$ cat src/rtl/ps2_scancode_decoder_if.sv
// Signal bundle between the PS/2 receiver FIFO, the scancode decoder and its consumers.
// master drives the byte stream (receiver side); slave is the decoder.
interface ps2_scancode_decoder_if #(
    parameter int COUNT_W = 8
);
    logic [7:0]         ps2_data;
    logic               ps2_ready;
    logic               ps2_overflow;
    logic               nextdata_n;
    logic [7:0]         key_code;
    logic               key_ext;
    logic               key_down;
    logic [7:0]         ascii;
    logic               make_pulse;
    logic               break_pulse;
    logic [COUNT_W-1:0] press_count;
    logic               ovf_err;

    modport master (
        output ps2_data,
        output ps2_ready,
        output ps2_overflow,
        input  nextdata_n,
        input  key_code,
        input  key_ext,
        input  key_down,
        input  ascii,
        input  make_pulse,
        input  break_pulse,
        input  press_count,
        input  ovf_err
    );

    modport slave (
        input  ps2_data,
        input  ps2_ready,
        input  ps2_overflow,
        output nextdata_n,
        output key_code,
        output key_ext,
        output key_down,
        output ascii,
        output make_pulse,
        output break_pulse,
        output press_count,
        output ovf_err
    );
endinterface

$ cat src/rtl/ps2_scancode_decoder.sv
// PS/2 set-2 scancode decoder: pops bytes via a WAIT/POP/GAP handshake and tracks make/break state.
// Define PS2_ASCII_EN to build the a-z / 0-9 ASCII lookup; otherwise ascii is tied to 0.
module ps2_scancode_decoder #(
    parameter int COUNT_W = 8
) (
    input logic                 clk,
    input logic                 rst,
    ps2_scancode_decoder_if.slave bus
);
    typedef enum logic [1:0] {
        WAIT = 2'd0,
        POP  = 2'd1,
        GAP  = 2'd2
    } state_t;

    state_t state, state_next;
    logic   capture;
    logic   nextdata_n_q;

    logic [7:0]         byte_p0;
    logic               vld_p0;

    logic [7:0]         key_code_p1, key_code_d;
    logic               key_ext_p1, key_ext_d;
    logic               key_down_p1, key_down_d;
    logic               make_p1, make_d;
    logic               break_p1, break_d;
    logic [COUNT_W-1:0] press_count_p1, press_count_d;
    logic               brk_pend, brk_pend_d;
    logic               ext_pend, ext_pend_d;
    logic               ovf_err_q;

    always_ff @(posedge clk or negedge rst) begin
        if (!rst) begin
            state        <= WAIT;
            nextdata_n_q <= 1'b1;
            vld_p0       <= 1'b0;
        end else begin
            state        <= state_next;
            nextdata_n_q <= (state_next != POP);
            vld_p0       <= capture;
        end
    end

    always_comb begin
        state_next = state;
        capture    = 1'b0;
        case (state)
            WAIT: begin
                if (bus.ps2_ready) begin
                    capture    = 1'b1;
                    state_next = POP;
                end
            end
            POP:     state_next = GAP;
            GAP:     state_next = WAIT;
            default: state_next = WAIT;
        endcase
    end

    // Stage p0: head byte captured on leaving WAIT, valid during POP
    always_ff @(posedge clk) begin
        if (capture) begin
            byte_p0 <= bus.ps2_data;
        end
    end

    // Stage p1: decode of the captured byte into key state and strobes
    always_comb begin
        key_code_d    = key_code_p1;
        key_ext_d     = key_ext_p1;
        key_down_d    = key_down_p1;
        press_count_d = press_count_p1;
        make_d        = 1'b0;
        break_d       = 1'b0;
        brk_pend_d    = brk_pend;
        ext_pend_d    = ext_pend;
        if (vld_p0) begin
            if (byte_p0 == 8'hF0) begin
                brk_pend_d = 1'b1;
            end else if (byte_p0 == 8'hE0) begin
                ext_pend_d = 1'b1;
            end else if (brk_pend) begin
                break_d    = 1'b1;
                brk_pend_d = 1'b0;
                ext_pend_d = 1'b0;
                if (byte_p0 == key_code_p1) begin
                    key_down_d = 1'b0;
                end
            end else if (key_down_p1 && (byte_p0 == key_code_p1)) begin
                // typematic repeat of the held key
                ext_pend_d = 1'b0;
            end else begin
                key_code_d    = byte_p0;
                key_ext_d     = ext_pend;
                key_down_d    = 1'b1;
                make_d        = 1'b1;
                press_count_d = press_count_p1 + COUNT_W'(1);
                ext_pend_d    = 1'b0;
            end
        end
    end

    always_ff @(posedge clk or negedge rst) begin
        if (!rst) begin
            key_code_p1    <= 8'h00;
            key_ext_p1     <= 1'b0;
            key_down_p1    <= 1'b0;
            make_p1        <= 1'b0;
            break_p1       <= 1'b0;
            press_count_p1 <= '0;
            brk_pend       <= 1'b0;
            ext_pend       <= 1'b0;
            ovf_err_q      <= 1'b0;
        end else begin
            key_code_p1    <= key_code_d;
            key_ext_p1     <= key_ext_d;
            key_down_p1    <= key_down_d;
            make_p1        <= make_d;
            break_p1       <= break_d;
            press_count_p1 <= press_count_d;
            brk_pend       <= brk_pend_d;
            ext_pend       <= ext_pend_d;
            ovf_err_q      <= ovf_err_q | bus.ps2_overflow;
        end
    end

`ifdef PS2_ASCII_EN
    function automatic logic [7:0] set2_to_ascii(input logic [7:0] code);
        logic [7:0] a;
        a = 8'h00;
        case (code)
            8'h1C: a = 8'h61; 8'h32: a = 8'h62; 8'h21: a = 8'h63; 8'h23: a = 8'h64;
            8'h24: a = 8'h65; 8'h2B: a = 8'h66; 8'h34: a = 8'h67; 8'h33: a = 8'h68;
            8'h43: a = 8'h69; 8'h3B: a = 8'h6A; 8'h42: a = 8'h6B; 8'h4B: a = 8'h6C;
            8'h3A: a = 8'h6D; 8'h31: a = 8'h6E; 8'h44: a = 8'h6F; 8'h4D: a = 8'h70;
            8'h15: a = 8'h71; 8'h2D: a = 8'h72; 8'h1B: a = 8'h73; 8'h2C: a = 8'h74;
            8'h3C: a = 8'h75; 8'h2A: a = 8'h76; 8'h1D: a = 8'h77; 8'h22: a = 8'h78;
            8'h35: a = 8'h79; 8'h1A: a = 8'h7A;
            8'h45: a = 8'h30; 8'h16: a = 8'h31; 8'h1E: a = 8'h32; 8'h26: a = 8'h33;
            8'h25: a = 8'h34; 8'h2E: a = 8'h35; 8'h36: a = 8'h36; 8'h3D: a = 8'h37;
            8'h3E: a = 8'h38; 8'h46: a = 8'h39;
            default: a = 8'h00;
        endcase
        return a;
    endfunction

    // Extended (E0) codes share set-2 values with letters, so they never map.
    assign bus.ascii = key_ext_p1 ? 8'h00 : set2_to_ascii(key_code_p1);
`else
    assign bus.ascii = 8'h00;
`endif

    assign bus.nextdata_n  = nextdata_n_q;
    assign bus.key_code    = key_code_p1;
    assign bus.key_ext     = key_ext_p1;
    assign bus.key_down    = key_down_p1;
    assign bus.make_pulse  = make_p1;
    assign bus.break_pulse = break_p1;
    assign bus.press_count = press_count_p1;
    assign bus.ovf_err     = ovf_err_q;
endmodule

$ cat src/flat_wrapper.sv
// flat-port wrapper written by rule: the top's interface ports become plain ports
module ps2_scancode_decoder_flat 
#(
    parameter int COUNT_W = 8
)
  (clk, rst, bus_ps2_data, bus_ps2_ready, bus_ps2_overflow, bus_nextdata_n, bus_key_code, bus_key_ext, bus_key_down, bus_ascii, bus_make_pulse, bus_break_pulse, bus_press_count, bus_ovf_err);
  ps2_scancode_decoder_if #(.COUNT_W(COUNT_W)) bus_i ();
  input logic clk;
  input logic rst;
  input wire logic [$bits(bus_i.ps2_data)-1:0] bus_ps2_data;
  input wire logic [$bits(bus_i.ps2_ready)-1:0] bus_ps2_ready;
  input wire logic [$bits(bus_i.ps2_overflow)-1:0] bus_ps2_overflow;
  output wire logic [$bits(bus_i.nextdata_n)-1:0] bus_nextdata_n;
  output wire logic [$bits(bus_i.key_code)-1:0] bus_key_code;
  output wire logic [$bits(bus_i.key_ext)-1:0] bus_key_ext;
  output wire logic [$bits(bus_i.key_down)-1:0] bus_key_down;
  output wire logic [$bits(bus_i.ascii)-1:0] bus_ascii;
  output wire logic [$bits(bus_i.make_pulse)-1:0] bus_make_pulse;
  output wire logic [$bits(bus_i.break_pulse)-1:0] bus_break_pulse;
  output wire logic [$bits(bus_i.press_count)-1:0] bus_press_count;
  output wire logic [$bits(bus_i.ovf_err)-1:0] bus_ovf_err;
  assign bus_i.ps2_data = bus_ps2_data;
  assign bus_i.ps2_ready = bus_ps2_ready;
  assign bus_i.ps2_overflow = bus_ps2_overflow;
  assign bus_nextdata_n = bus_i.nextdata_n;
  assign bus_key_code = bus_i.key_code;
  assign bus_key_ext = bus_i.key_ext;
  assign bus_key_down = bus_i.key_down;
  assign bus_ascii = bus_i.ascii;
  assign bus_make_pulse = bus_i.make_pulse;
  assign bus_break_pulse = bus_i.break_pulse;
  assign bus_press_count = bus_i.press_count;
  assign bus_ovf_err = bus_i.ovf_err;
  ps2_scancode_decoder #(.COUNT_W(COUNT_W)) u_core (.clk(clk), .rst(rst), .bus(bus_i));
endmodule
$ cat config.mk
export PLATFORM = sky130hd
export DESIGN_NAME = ps2_scancode_decoder_flat
export DESIGN_NICKNAME = d
export VERILOG_FILES = /design/src/rtl/ps2_scancode_decoder_if.sv /design/src/rtl/ps2_scancode_decoder.sv /design/src/flat_wrapper.sv
export SDC_FILE = /design/constraint.sdc
export NUM_CORES = 1
export LEC_CHECK = 0
export ABC_AREA = 1
export BUFFER_PORTS_ARGS = -buffer_cell sky130_fd_sc_hd__buf_2
export CAP_MARGIN = 40
export CORE_MARGIN = 2
export CORE_UTILIZATION = 32
export DETAILED_ROUTE_END_ITERATION = 16
export GPL_TIMING_DRIVEN = 1
export PLACE_DENSITY_LB_ADDON = 0.15
export SYNTH_ARGS = -nofsm -noshare
export SYNTH_HDL_FRONTEND = slang
export SYNTH_SLANG_ARGS = --single-unit
export TNS_END_PERCENT = 5
$ cat constraint.sdc
create_clock -name clk -period 3.2 [get_ports clk]
set_input_delay 0.16 -clock clk [delete_from_list [all_inputs] [get_ports clk]]
set_output_delay 0.16 -clock clk [all_outputs]
set_load 0.02 [all_outputs]
== Word level (Yosys, flattened, before mapping) ==
Index checks and enable logic that the tools add are counted.

* Input port bits: 12
* Register bits: 35
* Output and inout port bits: 30

* Reductions and logical operators: 6
* Bitwise operators: 5
* Add/sub/neg operators: 1
* Mux-type cells: 19
* Equality and inequality tests: 8

{| class="wikitable"
|+ Operators by type and width
! operator !! count
|-
| $mux W1 || 17
|-
| $eq A8 B8 Y1 const B || 2
|-
| $reduce_and A5 Y1 || 2
|-
| $add A8 B1 Y8 const B || 1
|-
| $eq A8 B8 Y1 || 1
|-
| $ne A2 B1 Y1 const B || 3
|-
| $not A1 Y1 || 4
|-
| $pmux W2 S2 || 1
|-
| $reduce_and A2 Y1 || 2
|-
| $eq A2 B1 Y1 const B || 1
|-
| $logic_not A2 Y1 || 1
|-
| $mux W2 || 1
|-
| $ne A2 B2 Y1 const B || 1
|-
| $logic_and A1 B1 Y1 || 1
|-
| $or A1 B1 Y1 || 1
|}

== Logic depth before layout (Yosys ltp) ==
Gate-level depths: netlist of run 1.

* Depth in word-level cells: 7
* Depth in mapped cells: 10

== Least setup slack after synthesis of run 1 ==
No wires, ideal clock.

* Path type: reg2reg
* From: register u_core.key_code_p1[7] (netlist: u_core.bus.key_code[7])
* To: register u_core.key_code_p1[5] (netlist: u_core.bus.key_code[5])
* Slack: 1809 ps
* Stages on the path, launching flop included: 8
* Buffers on the path: 1
* Required time: 3083 ps
* Library setup time: 117 ps
* Arrival: 1273 ps
* Path through: dfrtp_1 xnor2_1 nand2_1 nor2_2 nand3_4 buf_2 nand3_1 nand2_1

* Cells in the longest elaborated chain, start to end: 4

{| class="wikitable"
|+ RTL lines
! item !! line !! text
|-
| start: declaration || ps2_scancode_decoder.sv:23 || <nowiki>logic [7:0] key_code_p1, key_code_d;</nowiki>
|-
| start signal: assignment || ps2_scancode_decoder.sv:116 || <nowiki>key_code_p1 <= key_code_d;</nowiki>
|-
| $eq A8 B8 Y1 || ps2_scancode_decoder.sv:90 || <nowiki>end else if (key_down_p1 && (byte_p0 == key_code_p1)) begin</nowiki>
|-
| $logic_and A1 B1 Y1 || ps2_scancode_decoder.sv:90 ||
|-
| $not A1 Y1 (no line) || -- ||
|-
| $reduce_and A5 Y1 (no line) || -- ||
|}

Every way passes these cells.
A chain may end at the register's enable or synchronous reset.

== Worst setup path in the final report of run 1 ==
* From: register u_core.byte_p0[7]
* To: register u_core.key_code_p1[4] (netlist: u_core.bus.key_code[4])

* Cells in the longest elaborated chain, start to end: 4

{| class="wikitable"
|+ RTL lines
! item !! line !! text
|-
| start: declaration || ps2_scancode_decoder.sv:20 || <nowiki>logic [7:0] byte_p0;</nowiki>
|-
| start signal: assignment || ps2_scancode_decoder.sv:64 || <nowiki>byte_p0 <= bus.ps2_data;</nowiki>
|-
| $eq A8 B8 Y1 || ps2_scancode_decoder.sv:90 ||
|-
| $logic_and A1 B1 Y1 || ps2_scancode_decoder.sv:90 ||
|-
| $not A1 Y1 (no line) || -- ||
|-
| $reduce_and A5 Y1 (no line) (*) || -- ||
|}

Every way passes the cells marked *; elsewhere a longest branch is shown, timed or not.

==> flow_metrics.env, run 1 <==
export IMPL_clock_latency_ns=0.29
export IMPL_cp_start_kind="flip-flop"
export IMPL_fin_skew_ns=0.00892
export IMPL_fmax_ghz=0.621
export IMPL_via_per_inst=4.12
export IMPL_coreArea_sq_um=5040
export IMPL_cts_tree="done"
export IMPL_syn_inst=180
export IMPL_worst_r2r_path_depth=8
export IMPL_leakage_nw=1.02
export IMPL_chipWidth_um=76.0
export IMPL_grt_pass1_vias=1108
export IMPL_cap_violations=0
export IMPL_route_vias_total=1187
export IMPL_drt_iter0_drc=94
export IMPL_crit_fanout=19
export IMPL_clockBufferDepth=2
export IMPL_slew_headroom=0.583
export IMPL_core_rowCount=26
export IMPL_grt_pass1_wl_um=5260
export IMPL_io_buffers=33
export IMPL_ys_types=24
export IMPL_hp_class="in2reg"
export IMPL_dp_cells=279
export IMPL_dp_hpwl_um=2080
export IMPL_cts_resized=0
export IMPL_die_area_sq_um=5770
export IMPL_syn2layout_area_growth_pct=18.4
export IMPL_synth_top_area_cell="dfrtp_1"
export IMPL_power_density_nw_per_um2=747
export IMPL_hold_viol_final=0
export IMPL_drive_gt1_frac=0.234
export IMPL_grt_max_degree=28
export IMPL_io_pin_count=42
export IMPL_diodes=0
export IMPL_setup_viol=0
export IMPL_min_period_ns=1.61
export IMPL_wirelength_um=3010
export IMPL_final_common_cell="nand2_1"
export IMPL_grt_overflow=0
export IMPL_die_h_um=76.0
export IMPL_syn_area_sq_um=1660
export IMPL_cts_hold_buf=1
export IMPL_ys_top_cells_by_area="dfrtp_1, edfxtp_1, nand2_1, nand3_1, inv_1"
export IMPL_root_buffer="clkbuf_8"
export IMPL_ys_ff_latch=35
export IMPL_met2_usage=0.176
export IMPL_cp_arrival_ns=1.78
export IMPL_clk_pin_slew_worst_paths_ns=0.07
export IMPL_use_met3=0.0509
export IMPL_final_nets=230
export IMPL_clock_sinks=35
export IMPL_crit_end="u_core.bus.key_code[4]"
export IMPL_rsz0062_at_grt="no"
export IMPL_crit_start="u_core.byte_p0[7]"
export IMPL_cts_buffers=5
export IMPL_regToRegStartpoint="u_core.byte_p0[7]"
export IMPL_htreeDepth=2
export IMPL_fin_crit_sh=0.503
export IMPL_crit_path_end_kind="flip-flop"
export IMPL_avgSynthCellArea_sq_um=9.21
export IMPL_crit_required_ns=3.37
export IMPL_netlist_area_leader_share=0.392
export IMPL_stdcell_count=288
export IMPL_busiest_layer="met2"
export IMPL_use_met1=0.148
export IMPL_post_cts_buffers=0
export IMPL_grt_total_usage=0.116
export IMPL_outcome="finished, final reports clean"
export IMPL_layout_common_cells="nand2_1, buf_2, dfrtp_1"
export IMPL_p_total_mw=1.47
export IMPL_grt_antenna_before_repair=0
export IMPL_r2r_setup_slack_ns=1.59
export IMPL_maxSlewViolCount=0
export IMPL_tns_ns=0
export IMPL_holdWs_ns=0.0318
export IMPL_drc_errors=0
export IMPL_ant_nets=0
export IMPL_first_pass_iters=4
export IMPL_critical_path_class="reg2reg"
export IMPL_routedWlPerCell_um=10.4
export IMPL_yosysWarnings=0
export IMPL_place_gp_congestion=0.730
export IMPL_vdd_ir_drop_max_mv=0.316
export IMPL_start_util=0.329
export IMPL_yosysSeqAreaShare=0.553
export IMPL_r2r_end="u_core.bus.key_code[4]"
export IMPL_worst_slew_pin_transition_ns=0.625
-- per-layer routing --
metal | share of wire | vias to the layer above | wire length, um
met1 | 0.46 | 530 | 1390
met2 | 0.46 | 31 | 1390
li1 | - | 621 | -
met4 | 0.015 | 0 | 45
met3 | 0.057 | 5 | 172
met5 | 0 | - | 0
-- cell families after synthesis --
| group | count (synthesis) | synth area share |
|---|---|---|
| and+or+nand+nor | 99 | 0.279 |
| AOI/OAI and AO/OA | 3 | 0.00905 |
| DFF | 35 | 0.553 |
| adders and majority gates | 1 | 0.00755 |
| xor gates and xnor gates | 10 | 0.0528 |
| buffers and inverters | 31 | 0.0958 |
| other | 1 | 0.00226 |
-- worst min-delay path by stage --
stage,start,cells after the start,endpoint
3_5_place_dp,rst,1,u_core.bus.press_count[5]
4_1_cts,bus_ps2_ready,2,u_core.bus.nextdata_n
6_report,bus_ps2_ready,2,u_core.bus.nextdata_n
3_3_place_gp,rst,1,u_core.bus.press_count[5]
5_1_grt,bus_ps2_data[1],1,u_core.byte_p0[1]
2_1_floorplan,rst,0,u_core.brk_pend
-- metrics by stage --
stage | worst slack (ns) | instance area (sq um) | utilization
floorplan | 1.81 | 1680 | -
global placement | 1.60 | 1850 | 0.367
detailed placement | 1.58 | 1850 | 0.367
CTS | 1.58 | 1960 | 0.389
global route | 1.42 | 1960 | 0.389
finish | 1.59 | 1960 | 0.389
-- power breakdown --
| part | leakage (nW) | internal (mW) | switching, mW | total, mW |
|---|---|---|---|---|
| registers | 0.412 | 0.564 | 0.103 | 0.667 |
| logic | 0.560 | 0.163 | 0.288 | 0.451 |
| clock network | 0.0515 | 0.196 | 0.152 | 0.348 |
-- sequential cells by signal (all words and copies together), names as in the netlist --
signal and count:
u_core.bus.key_code 8, u_core.bus.press_count 8, u_core.byte_p0 8, u_core.state 2
u_core.brk_pend 1, u_core.bus.break_pulse 1, u_core.bus.key_down 1, u_core.bus.key_ext 1
u_core.bus.make_pulse 1, u_core.bus.nextdata_n 1, u_core.bus.ovf_err 1, u_core.ext_pend 1
u_core.vld_p0 1
-- cells in the mapped netlist, drive strengths merged --
cell type  count
buf           11
nand3         22
dfrtp         26
or2            1
xor2           3
conb           1
inv           20
dfstp          1
nand4          1
xnor2          7
a21oi          2
nor2          13
edfxtp         8
ha             1
o21ai          1
nand2         62
-- worst max-delay path, stage by stage, from the launching register on --
cell      delay (ns)
edfxtp_1        0.44
nand2_1         0.12
nor2_1          0.05
nand2_1         0.12
nand3_4         0.13
nor2_8          0.28
nand2_4         0.20
nand2_1         0.10
nand2_1         0.06
-- layout make-up --
cell class | instances | area [sq um]
Inverter | 20 | 75.1
Sequential cell | 35 | 917
Tap cell | 70 | 87.6
Clock buffer | 8 | 100
Timing Repair Buffer | 34 | 175
Multi-Input combinational cell | 121 | 608
Fill cell | 519 | 3080
Power figures use the tool's default switching activity.
==> run 2, diff against run 1 <==
==> constraint.sdc (replaced) <==
create_clock -name clk -period 1.4 [get_ports clk]
set_input_delay 0.07 -clock clk [delete_from_list [all_inputs] [get_ports clk]]
set_output_delay 0.07 -clock clk [all_outputs]
set_load 0.02 [all_outputs]
==> flow_metrics.env, run 2 (synthesis gave the netlist of run 1 again) <==
export IMPL_grt_antenna_before_repair=0
export IMPL_drive_gt1_frac=0.320
export IMPL_grt_overflow=0
export IMPL_syn2layout_area_growth_pct=37.0
export IMPL_clk_pin_slew_worst_paths_ns=0.07
export IMPL_first_pass_iters=4
export IMPL_coreArea_sq_um=5040
export IMPL_crit_path_end_kind="flip-flop"
export IMPL_fin_skew_ns=0.00998
export IMPL_slew_headroom=0.584
export IMPL_fmax_ghz=0.680
export IMPL_min_period_ns=1.47
export IMPL_via_per_inst=4.19
export IMPL_violations="negative setup slack"
export IMPL_grt_total_usage=0.125
export IMPL_final_nets=253
export IMPL_fin_crit_sh=1.05
export IMPL_worst_slew_pin_transition_ns=0.623
export IMPL_clockBufferDepth=2
export IMPL_dpl_worst_slack_ns=-0.0502
export IMPL_crit_path_top_delay_cell="edfxtp_1"
export IMPL_rsz0062_at_grt="yes"
export IMPL_grt_pass1_wl_um=5640
export IMPL_wirelength_um=3460
export IMPL_use_met3=0.0415
export IMPL_dp_cells=288
export IMPL_diodes=0
export IMPL_cts_buffers=5
export IMPL_chipWidth_um=76.0
export IMPL_path_cells="buf_6 -> nand2_1 -> nor2_1 -> nand2_1 -> nand3_4 -> nor2_8 -> nand2_4 -> nand2_1 -> nand2_1"
export IMPL_routedWlPerCell_um=11.1
export IMPL_core_rowCount=26
export IMPL_met2_usage=0.206
export IMPL_path_common_cell="nand2_1"
export IMPL_route_vias_total=1303
export IMPL_maxSlewViolCount=0
export IMPL_htreeDepth=2
export IMPL_crit_fanout=9
export IMPL_io_pin_count=42
export IMPL_setup_viol=17
export IMPL_cp_start_kind="flip-flop"
export IMPL_hold_viol_final=0
export IMPL_start_util=0.329
export IMPL_leakage_nw=1.14
export IMPL_vdd_ir_drop_max_mv=0.754
export IMPL_stdcell_count=311
export IMPL_hp_class="in2async"
export IMPL_drc_errors=0
export IMPL_crit_required_ns=1.57
export IMPL_clock_sinks=35
export IMPL_use_met1=0.149
export IMPL_dp_hpwl_um=2260
export IMPL_root_buffer="clkbuf_8"
export IMPL_place_gp_congestion=0.756
export IMPL_critical_path_class="reg2reg"
export IMPL_grt_max_degree=28
export IMPL_max_stage_delay_ns=0.43
export IMPL_cap_violations=0
export IMPL_io_buffers=33
export IMPL_cts_tree="done"
export IMPL_drt_iter0_drc=45
export IMPL_ant_nets=0
export IMPL_p_total_mw=3.44
export IMPL_layout_common_cells="nand2_1, buf_2, dfrtp_1"
export IMPL_clock_latency_ns=0.29
export IMPL_final_setup_worst_slack_ns=-0.0709
export IMPL_power_density_nw_per_um2=1520
export IMPL_die_area_sq_um=5770
export IMPL_grt_pass1_vias=1247
export IMPL_die_h_um=76.0
export IMPL_outcome="finished with violations"
export IMPL_final_common_cell="nand2_1"
export IMPL_busiest_layer="met2"
export IMPL_cp_arrival_ns=1.65
run 2: cell count changes in the layout (fill, tap and decap cells not counted), sizes merged:
| cell | delta |
|---|---|
| buf | +12 |
| clkbuf | -2 |
| clkinv | +2 |
| dlygate4sd3 | +10 |
| nand2 | +1 |
run 2: path summary, 6_finish.rpt:
kind	slack, ns	cells after the start	end	start
worst min-delay path	0.33	2	u_core.bus.key_code[1]	rst
worst max register to register	-0.07	9	u_core.bus.key_code[3]	u_core.byte_p0[4]
worst max-delay path	-0.07	9	u_core.bus.key_code[3]	u_core.byte_p0[4]
worst min register to register	0.42	1	u_core.state[1]	u_core.state[1]
min in group clk	0.42	1	u_core.state[1]	u_core.state[1]
max in group asynchronous	0.66	2	u_core.ext_pend	rst
run 2: metrics by stage:
stage / util / hold WS (ns) / TNS, ns / area, sq um
floorplan: - / -0.226 / 0 / 1680
global placement: 0.386 / 0.136 / -0.192 / 1950
detailed placement: 0.386 / 0.133 / -0.466 / 1950
CTS: 0.442 / 0.363 / -0.543 / 2230
global route: 0.450 / 0.401 / -2.68 / 2270
finish: 0.450 / 0.331 / -0.891 / 2270
run 2: per-layer routing:
metal  wire length, um  share of wire
met5                 0              0
met4                44          0.013
met3               177          0.051
met2              1650           0.48
met1              1590           0.46
run 2: report_power, final:
part           total, mW  internal [mW]  leakage (nW)  switching (mW)
clock network      0.688          0.342        0.0426           0.347
registers           1.52           1.29         0.412           0.227
logic               1.24          0.488         0.682           0.753
total               3.44           2.12          1.14            1.33
run 2: critical path: cells and delay by family, from the launching register on:
family                 cells  cell delay (ns)
and+or+nand+nor            8             0.78
buffers and inverters      1             0.15
DFF                        1             0.43
run 2: what timing repair did:
item,in CTS,in global routing
cloned,0,1
hold endpoints to repair,36,0
pin swaps,18,6
gates resized for setup,16,7
hold buffers,11,0
endpoints found under the setup margin,18,19
setup buffers,2,1
run 2: layout make-up:
cell class / instances / area [sq um]
clock inverters: 2 / 8.76
multi-input cells: 122 / 701
inverters: 20 / 75.1
flip-flops and latches: 35 / 917
clock buffers: 6 / 72.6
well taps: 70 / 87.6
fillers: 494 / 2770
repair buffers: 56 / 409
==> run 3, diff against run 2 <==
==> constraint.sdc (replaced) <==
create_clock -name clk -period 1.5 [get_ports clk]
set_input_delay 0.075 -clock clk [delete_from_list [all_inputs] [get_ports clk]]
set_output_delay 0.075 -clock clk [all_outputs]
set_load 0.02 [all_outputs]
==> flow_metrics.env, run 3 (synthesis gave the netlist of run 1 again) <==
export IMPL_outcome="finished, final reports clean"
export IMPL_htreeDepth=2
export IMPL_via_per_inst=4.12
export IMPL_min_period_ns=1.44
export IMPL_crit_required_ns=1.68
export IMPL_drc_errors=0
export IMPL_tns_ns=0
export IMPL_die_area_sq_um=5770
export IMPL_cp_start_kind="flip-flop"
export IMPL_cp_arrival_ns=1.62
export IMPL_fmax_ghz=0.695
export IMPL_crit_fanout=8
export IMPL_first_pass_iters=4
export IMPL_rsz0062_at_grt="yes"
export IMPL_setup_viol=0
export IMPL_grt_overflow=0
export IMPL_power_density_nw_per_um2=1490
export IMPL_place_gp_congestion=0.763
export IMPL_holdWs_ns=0.321
export IMPL_final_common_cell="nand2_1"
export IMPL_coreArea_sq_um=5040
export IMPL_fin_crit_sh=0.960
export IMPL_ant_nets=0
export IMPL_busiest_layer="met2"
export IMPL_die_h_um=76.0
export IMPL_leakage_nw=1.14
export IMPL_root_buffer="clkbuf_8"
export IMPL_cts_tree="done"
export IMPL_syn2layout_area_growth_pct=34.4
export IMPL_route_vias_total=1280
export IMPL_drive_gt1_frac=0.295
export IMPL_vdd_ir_drop_max_mv=0.672
export IMPL_grt_antenna_before_repair=0
export IMPL_drt_iter0_drc=68
export IMPL_use_met1=0.155
export IMPL_io_pin_count=42
export IMPL_seq_area_sq_um=917
export IMPL_hp_class="in2async"
export IMPL_use_met3=0.0533
export IMPL_met2_usage=0.193
export IMPL_hold_viol_final=0
export IMPL_core_rowCount=26
export IMPL_final_nets=253
export IMPL_clk_pin_slew_worst_paths_ns=0.07
export IMPL_grt_max_degree=28
export IMPL_wirelength_um=3280
export IMPL_grt_total_usage=0.124
export IMPL_grt_pass1_vias=1234
export IMPL_multi_input_area_sq_um=657
export IMPL_grt_pass1_wl_um=5650
export IMPL_clock_latency_ns=0.29
export IMPL_layout_common_cells="nand2_1, buf_2, dfrtp_1"
export IMPL_maxSlewViolCount=0
export IMPL_cts_buffers=5
export IMPL_start_util=0.329
export IMPL_clock_sinks=35
export IMPL_crit_path_end_kind="flip-flop"
export IMPL_slew_headroom=0.603
export IMPL_fillers=511
export IMPL_chipWidth_um=76.0
export IMPL_fin_skew_ns=0.00665
export IMPL_dp_hpwl_um=2120
export IMPL_p_total_mw=3.32
export IMPL_clockBufferDepth=2
export IMPL_worst_slew_pin_transition_ns=0.595
export IMPL_diodes=0
export IMPL_io_buffers=33
export IMPL_cap_violations=0
export IMPL_routedWlPerCell_um=10.5
export IMPL_critical_path_class="reg2reg"
## run 3: cell count changes in the layout (fill, tap and decap cells not counted), sizes merged
cell / change
clkbuf: -1
nand2: -1
bufinv: +1
buf: +1
## run 3: final timing paths
path / depth (start not counted) / to / slack (ns) / from
worst min register to register: 1 / u_core.state[1] / 0.43 / u_core.state[1]
max in group asynchronous: 2 / u_core.bus.key_code[5] / 0.78 / rst
worst max-delay path: 9 / u_core.bus.key_code[7] / 0.06 / u_core.byte_p0[5]
worst min-delay path: 2 / u_core.bus.key_code[1] / 0.32 / rst
worst max register to register: 9 / u_core.bus.key_code[7] / 0.06 / u_core.byte_p0[5]
min in group clk: 1 / u_core.state[1] / 0.43 / u_core.state[1]
## run 3: worst max-delay path, cell delays in order, from the launching register on
cell and delay, ns:
edfxtp_1 0.46, inv_1 0.08, nand2_1 0.05, nand2_1 0.05
nand2_1 0.08, nor2_4 0.15, nand3_4 0.16, buf_6 0.19
nand3_1 0.06, nand2_1 0.05
## run 3: layer usage
| layer | wire (um) | share of wire | vias to the layer above |
|---|---|---|---|
| met5 | 0 | 0 | - |
| met4 | 49 | 0.015 | 0 |
| met3 | 209 | 0.064 | 5 |
| met2 | 1470 | 0.45 | 36 |
| met1 | 1550 | 0.47 | 576 |
| li1 | - | - | 663 |
## run 3: final cells by class
cell class | instances | share of cell area
timing repair buffer | 57 | 0.172
clock buffer | 5 | 0.0309
inverter | 20 | 0.0337
sequential | 35 | 0.412
multi-input combinational | 121 | 0.295
tap | 70 | 0.0393
clock inverter | 3 | 0.0174
## run 3: metrics by stage
step / std cells / instance area, sq um / setup WS, ns / util
final: 311 / 2230 / 0.0605 / 0.442
after global routing: 311 / 2230 / -0.0415 / 0.442
after CTS: 305 / 2130 / 0.0326 / 0.422
after detailed placement: 284 / 1890 / -0.0888 / 0.375
after global placement: 284 / 1890 / -0.0662 / 0.375
after floorplan: 187 / 1680 / 0.109 / -
## run 3: timing repair
item                                   CTS  global route
hold buffers                            11             0
resized for setup                        1            13
pin swaps                                1            11
endpoints found under the hold margin   36             0
setup buffers                            2             6
setup endpoints to repair               18            19
## run 3: where the power goes
part           internal (mW)  switching [mW]
clock network          0.486           0.334
registers               1.20           0.222
logic                  0.412           0.661
